==> src/rtl/dp_ctrl_pkg.sv <==
// dp_ctrl_pkg -- shared definitions for the decimal-point controller.
//   MODE_*      : encodings of the 2-bit i_mode input
//   state_t     : controller state enum (CLK, SET, ALM, SW)
//   modeToState : decodes i_mode into the state it selects
//   posWidth    : width of the field-select input (at least 1 bit)
package dp_ctrl_pkg;

  localparam logic [1:0] MODE_CLK = 2'b00;
  localparam logic [1:0] MODE_SET = 2'b01;
  localparam logic [1:0] MODE_ALM = 2'b10;
  localparam logic [1:0] MODE_SW  = 2'b11;

  typedef enum logic [1:0] {
    ST_CLK = 2'b00,
    ST_SET = 2'b01,
    ST_ALM = 2'b10,
    ST_SW  = 2'b11
  } state_t;

  function automatic state_t modeToState(input logic [1:0] mode);
    case (mode)
      MODE_SET: return ST_SET;
      MODE_ALM: return ST_ALM;
      MODE_SW:  return ST_SW;
      default:  return ST_CLK;
    endcase
  endfunction

  // A single field still needs a 1-bit select port.
  function automatic int posWidth(input int fields);
    return (fields > 1) ? $clog2(fields) : 1;
  endfunction

endpackage

==> src/rtl/dp_ctrl_if.sv <==
// dp_ctrl_if -- mode/position inputs and decimal-point outputs of dp_ctrl.
//   i_mode     : 00 clock, 01 time-set, 10 alarm-set, 11 stopwatch
//   i_position : selected field, 0 = least-significant field
//   o_dp       : decimal-point enables, bit 0 = rightmost digit
//   o_phase    : blink phase, 1 = lit half-period
// master modport drives the inputs; slave modport is the controller side.
interface dp_ctrl_if #(
  parameter int DIGITS  = 6,
  parameter int FIELD_W = 2
);
  import dp_ctrl_pkg::*;

  localparam int FIELDS = DIGITS / FIELD_W;
  localparam int POS_W  = posWidth(FIELDS);

  logic [1:0]        i_mode;
  logic [POS_W-1:0]  i_position;
  logic [DIGITS-1:0] o_dp;
  logic              o_phase;

  modport master (output i_mode, output i_position, input o_dp, input o_phase);
  modport slave  (input i_mode, input i_position, output o_dp, output o_phase);

endinterface

==> src/rtl/dp_prescaler.sv <==
// dp_prescaler -- free-running 0..DIV-1 counter producing the blink tick.
//   clk   : clock, rising edge
//   rst_n : asynchronous active-low reset
//   clear : synchronous restart of the count at 0
//   tick  : high for the one cycle in which the count is DIV-1
module dp_prescaler #(
  parameter int DIV = 25_000_000
) (
  input  logic clk,
  input  logic rst_n,
  input  logic clear,
  output logic tick
);

  localparam int CW = (DIV > 1) ? $clog2(DIV) : 1;

  logic [CW-1:0] r_count;

  assign tick = (r_count == CW'(DIV - 1));

  // clear wins over the natural wrap so a restart always begins a full period.
  always_ff @(posedge clk or negedge rst_n) begin
    if (!rst_n) begin
      r_count <= '0;
    end else if (clear || tick) begin
      r_count <= '0;
    end else begin
      r_count <= r_count + CW'(1);
    end
  end

endmodule

==> src/rtl/dp_ctrl.sv <==
// dp_ctrl -- decimal-point controller for a seven-segment clock display.
//   clk   : clock, rising edge
//   rst_n : asynchronous active-low reset
//   bus   : dp_ctrl_if.slave (i_mode, i_position in; o_dp, o_phase out)
// Build option: define DP_BLINK_EN to make CLK/SET decimal points blink;
// without it the phase is held lit.
module dp_ctrl
  import dp_ctrl_pkg::*;
#(
  parameter int DIGITS    = 6,
  parameter int FIELD_W   = 2,
  parameter int BLINK_DIV = 25_000_000
) (
  input  logic       clk,
  input  logic       rst_n,
  dp_ctrl_if.slave   bus
);

  localparam int FIELDS = DIGITS / FIELD_W;
  localparam int POS_W  = posWidth(FIELDS);
  localparam int CHW    = $clog2(DIGITS);

  // Field separators: first digit of every field except the rightmost one.
  function automatic logic [DIGITS-1:0] clkMask();
    logic [DIGITS-1:0] m;
    m = '0;
    for (int f = 1; f < FIELDS; f++) m[f*FIELD_W] = 1'b1;
    return m;
  endfunction

  localparam logic [DIGITS-1:0] CLK_MASK = clkMask();

  state_t            r_state, w_stateNext;
  logic [POS_W-1:0]  r_pos;
  logic              r_phase, w_phaseNext;
  logic [CHW-1:0]    r_chase, w_chaseNext;
  logic [DIGITS-1:0] r_dp, w_dpNext;
  logic              w_tick, w_restart, w_posValid;
  logic [31:0]       w_posIdx;

  dp_prescaler #(.DIV(BLINK_DIV)) u_prescaler (
    .clk   (clk),
    .rst_n (rst_n),
    .clear (w_restart),
    .tick  (w_tick)
  );

  always_ff @(posedge clk or negedge rst_n) begin
    if (!rst_n) r_state <= ST_CLK;
    else        r_state <= w_stateNext;
  end

  // Output is computed from next-cycle values so o_dp and o_phase stay aligned
  // and a mode/position change shows up on the very next edge.
  always_comb begin
    w_stateNext = modeToState(bus.i_mode);
    w_restart   = (w_stateNext != r_state) || (bus.i_position != r_pos);
    w_posIdx    = 32'(bus.i_position);
    w_posValid  = (w_posIdx < 32'(FIELDS));

`ifdef DP_BLINK_EN
    w_phaseNext = r_phase;
    if (w_restart)   w_phaseNext = 1'b1;
    else if (w_tick) w_phaseNext = ~r_phase;
`else
    w_phaseNext = 1'b1;
`endif

    w_chaseNext = r_chase;
    if (w_restart)   w_chaseNext = '0;
    else if (w_tick) w_chaseNext = (r_chase == CHW'(DIGITS - 1)) ? '0 : r_chase + CHW'(1);

    w_dpNext = '0;
    case (w_stateNext)
      ST_CLK: if (w_phaseNext)               w_dpNext = CLK_MASK;
      ST_SET: if (w_phaseNext && w_posValid) w_dpNext = DIGITS'(1) << (w_posIdx * FIELD_W);
      ST_ALM: if (w_posValid)                w_dpNext = DIGITS'(1) << (w_posIdx * FIELD_W);
      ST_SW:                                 w_dpNext = DIGITS'(1) << w_chaseNext;
      default:                               w_dpNext = '0;
    endcase
  end

  always_ff @(posedge clk or negedge rst_n) begin
    if (!rst_n) begin
      r_pos   <= '0;
      r_phase <= 1'b1;
      r_chase <= '0;
      r_dp    <= '0;
    end else begin
      r_pos   <= bus.i_position;
      r_phase <= w_phaseNext;
      r_chase <= w_chaseNext;
      r_dp    <= w_dpNext;
    end
  end

  assign bus.o_dp    = r_dp;
  assign bus.o_phase = r_phase;

endmodule

==> src/flat_wrapper.sv <==
// flat-port wrapper written by rule: the top's interface ports become plain ports
module dp_ctrl_flat import dp_ctrl_pkg::*;
#(
  parameter int DIGITS    = 6,
  parameter int FIELD_W   = 2,
  parameter int BLINK_DIV = 25_000_000
)
  (clk, rst_n, bus_i_mode, bus_i_position, bus_o_dp, bus_o_phase);
  dp_ctrl_if #(.DIGITS(DIGITS), .FIELD_W(FIELD_W)) bus_i ();
  input  logic clk;
  input  logic rst_n;
  input wire logic [$bits(bus_i.i_mode)-1:0] bus_i_mode;
  input wire logic [$bits(bus_i.i_position)-1:0] bus_i_position;
  output wire logic [$bits(bus_i.o_dp)-1:0] bus_o_dp;
  output wire logic [$bits(bus_i.o_phase)-1:0] bus_o_phase;
  assign bus_i.i_mode = bus_i_mode;
  assign bus_i.i_position = bus_i_position;
  assign bus_o_dp = bus_i.o_dp;
  assign bus_o_phase = bus_i.o_phase;
  dp_ctrl #(.DIGITS(DIGITS), .FIELD_W(FIELD_W), .BLINK_DIV(BLINK_DIV)) u_core (.clk(clk), .rst_n(rst_n), .bus(bus_i));
endmodule
==> config.mk <==
export PLATFORM = sky130hd
export DESIGN_NAME = dp_ctrl_flat
export DESIGN_NICKNAME = d
export VERILOG_FILES = /design/src/rtl/dp_ctrl_pkg.sv /design/src/rtl/dp_ctrl_if.sv /design/src/rtl/dp_prescaler.sv /design/src/rtl/dp_ctrl.sv /design/src/flat_wrapper.sv
export SDC_FILE = /design/constraint.sdc
export NUM_CORES = 1
export LEC_CHECK = 0
export BUFFER_PORTS_ARGS = -buffer_cell sky130_fd_sc_hd__buf_2
export CAP_MARGIN = 20
export CORE_ASPECT_RATIO = 1.25
export CORE_MARGIN = 2
export CORE_UTILIZATION = 54
export CTS_CLUSTER_SIZE = 8
export DETAILED_ROUTE_END_ITERATION = 10
export PLACE_DENSITY_LB_ADDON = 0.25
export RECOVER_POWER = 50
export SLEW_MARGIN = 25
export SYNTH_ARGS = -nofsm -noshare
export SYNTH_HDL_FRONTEND = slang
export SYNTH_SLANG_ARGS = --single-unit
export TNS_END_PERCENT = 10
==> constraint.sdc <==
create_clock -name clk -period 1.65 [get_ports clk]
set_input_delay 0.165 -clock clk [delete_from_list [all_inputs] [get_ports clk]]
set_output_delay 0.165 -clock clk [all_outputs]
set_load 0.05 [all_outputs]
==> flow_metrics.tcl <==
set metrics [dict create \
    hold_slack_ns 0.05698 \
    drive_above_1_share_pct 26.05 \
    grt_max_degree 39 \
    syn2layout_area_growth_pct 22.17 \
    crit_type "flop to flop" \
    ant_nets 0 \
    die-width_um 58.32 \
    portBuffers 11 \
    holdCritPathClass "input pin to flop" \
    hold_depth 1 \
    tns_ns 0 \
    finalWeightedCongestion 0.8887 \
    hpwl_um 2884 \
    ys_ff_latch 38 \
    clock_sinks 38 \
    r2r-end "u_core.bus.o_dp[5]" \
    cp_slowest_stage_delay_ns 0.40 \
    peakVddDrop_mv 0.6782 \
    worstPathMaxFanout 5 \
    htree_num_levels 2 \
    rsz0062_at_grt "true" \
    avgSynthCellArea_sq_um 10.16 \
    dr_total_vias 1573 \
    first_pass_iters 4 \
    hold-path-endpoint "u_core.r_pos[0]" \
    fmax_mhz 608.4 \
    grt_pass1_vias 1606 \
    worst_pin_slew_ns 0.9434 \
    vias_per_cell 5.679 \
    grt_first_pass_wirelength_um 7355 \
    drc 0 \
    setup_viol 0 \
    die_h_um 71.91 \
    slowest_stage "dfrtp_1" \
    crit_required_ns 1.83 \
    yosysSeqAreaShare_pct 47.74 \
    fillers 267 \
    cp_cell_sequence "nor4b_2, and4_4, nand3_4, xnor2_2, nor4_2" \
    async_flop_share_pct 100.0 \
    r2r-start "u_core.u_prescaler.r_count[8]" \
    yosysWarnings 0 \
    die-area_sq_um 4194 \
    nets 249 \
    finalPower_mw 1.864 \
    antenna_cells 0 \
    status "completed" \
    numCtsBuffers 5 \
    clkTransAtPathRegs_ns 0.07 \
    start_util_pct 56.70 \
    synth-main-ff-cell "dfrtp_1" \
    cellLeakagePower_nw 1.105 \
    synth_top_cell_area_share_pct 47.74 \
    slew_headroom_pct 37.11 \
    reg2reg_depth 5 \
    rows 24 \
    cts_tree "yes" \
    start_kind "flop" \
    clockBufferDepth 2 \
    p_per_area_nw_per_um2 765.7 \
    fin_crit_ns 1.644 \
    cp-end-kind "flop" \
    hold_viol 0 \
    final_max_slew_viol_count 0 \
    synth_cell_types 41 \
    reg2reg_slack_ns 0.006 \
    period_share_pct 99.61 \
    grt_usage_pct 23.03 \
    globalRouteOverflowTotal 0 \
    synthTopCellsByArea "dfrtp_1 48%, xor2_1 7.9%, nor2_1 5.8%" \
    drt_iter0_drc 51 \
    min-delay-start "bus_i_position[0]" \
    crit_arrival_ns 1.82 \
    core_sq_um 3513 \
    synth_area_sq_um 1992 \
    clock_latency_ns 0.29 \
    postLayoutCoreUtil_pct 69.27 \
    syn_inst 196 \
    routed_wl_um 4266 \
    cts-root-buf "clkbuf_8" \
    drv_cap 0 \
    synth_edf_count 0 \
    fin_skew_ns 0.007031 \
    synth_nets 208 \
    ioPinCount 13 \
    synth_top_area_cell "dfrtp_1" \
    antenna_found_initial 0 \
    wire_per_inst_um 15.40 \
]
-- synthesized netlist by cell type (2+ instances only) --
| cell | instances |
|---|---|
| xnor2_1 | 6 |
| nand2b_1 | 3 |
| nand4_1 | 7 |
| nor2_1 | 31 |
| nor3_1 | 4 |
| and4_1 | 7 |
| a21oi_1 | 2 |
| or2_2 | 2 |
| dfrtp_1 | 38 |
| buf_4 | 5 |
| nand3_1 | 10 |
| o211ai_1 | 3 |
| nand2_1 | 10 |
| inv_1 | 7 |
| xor2_1 | 18 |
| ha_1 | 6 |
| or3_1 | 2 |
| and3_1 | 5 |
| nor4_1 | 3 |
| and2_1 | 3 |
| o21ai_1 | 3 |
| a31oi_1 | 2 |
-- worst max path at each step --
stage | start | end | slack [ns] | cells after the start
3_3_place_gp | u_core.u_prescaler.r_count[7] | u_core.bus.o_dp[5] | -0.12 | 5
6_report | u_core.u_prescaler.r_count[8] | u_core.bus.o_dp[5] | 0.006 | 5
2_1_floorplan | bus_i_mode[0] | u_core.r_chase[1] | 0.05 | 7
4_1_cts | u_core.u_prescaler.r_count[7] | u_core.bus.o_dp[0] | 0.0008 | 6
5_1_grt | u_core.u_prescaler.r_count[8] | u_core.bus.o_dp[0] | -0.07 | 6
3_5_place_dp | bus_i_mode[1] | u_core.r_chase[1] | -0.22 | 7
-- stage by stage --
stage	std cells	area, sq um	setup WS (ns)
detailed placement	266	2261	-0.2232
CTS	277	2419	0.0007502
floorplan	196	1992	0.04993
finish	277	2434	0.006475
global route	277	2434	-0.06706
global placement	266	2261	-0.1212
-- flip-flops by register name (all words and copies together), names as in the netlist --
register                    cells
u_core.r_state                  2
u_core.r_chase                  3
u_core.bus.o_dp                 6
u_core.u_prescaler.r_count     25
u_core.r_pos                    2
-- report_power, final --
group	total [mW]	leakage, nW	internal (mW)	switching, mW
registers	0.952	0.519	0.945	0.00686
logic	0.169	0.528	0.0598	0.109
clock network	0.743	0.0575	0.422	0.321
-- metal layers --
metal	vias to the layer above	share of wire, %	track usage [%]
met2	29	56	41.95
li1	760	-	-
met4	0	1.1	5.943
met3	6	2.8	4.991
met1	778	40	26.98
met5	-	0	0
-- worst max-delay path: cells and delay by family (launching register included) --
family	cells	cell delay (ns)
and+or+nand+nor	4	0.91
DFF	1	0.40
xor gates and xnor gates	1	0.21
-- cell families after synthesis --
group           share of synthesized area (%)
compound gates                          6.533
xor+xnor                                11.37
fa+ha+maj                               3.769
buf+inv                                 3.455
flops                                   47.74
mux                                    0.5025
other cells                            0.1883
simple gates                            26.45
-- repair_timing --
| action | 4_1_cts | 5_1_grt |
|---|---|---|
| pin swaps | 2 | 6 |
| endpoints found under the hold margin | 38 | 0 |
| gates cloned | 1 | 0 |
| setup endpoints to repair | 30 | 26 |
| gates resized for setup | 5 | 6 |
| setup buffers | 1 | 0 |
| hold buffers | 1 | 0 |
-- area by class of cell --
type	count	area (sq um)	area share [%]
tap	39	48.80	2.005
sequential	38	950.9	39.07
clock buffer	8	110.1	4.524
inverter	7	26.28	1.080
multi-input combinational	146	1023	42.06
timing repair buffer	39	274.0	11.26
-- cells in the final DEF, fill, tap and decap left out, types with 2 or more instances in the layout --
cell and instances:
dfrtp_1 38, nor2_1 30, buf_4 23, xor2_1 18
nand2_1 10, nand3_1 10, clkbuf_8 8, buf_2 8
inv_1 7, nand4_1 7, xnor2_1 6, and4_1 6
ha_1 6, and3_1 4, clkbuf_1 4, o211ai_1 3
and2_1 3, nor3_1 3, nand2b_1 3, o21ai_1 3
or2_2 2, nor4_2 2, nand3_2 2, a21oi_1 2
a31oi_1 2
Note: power is estimated with default switching activity, not from simulation.
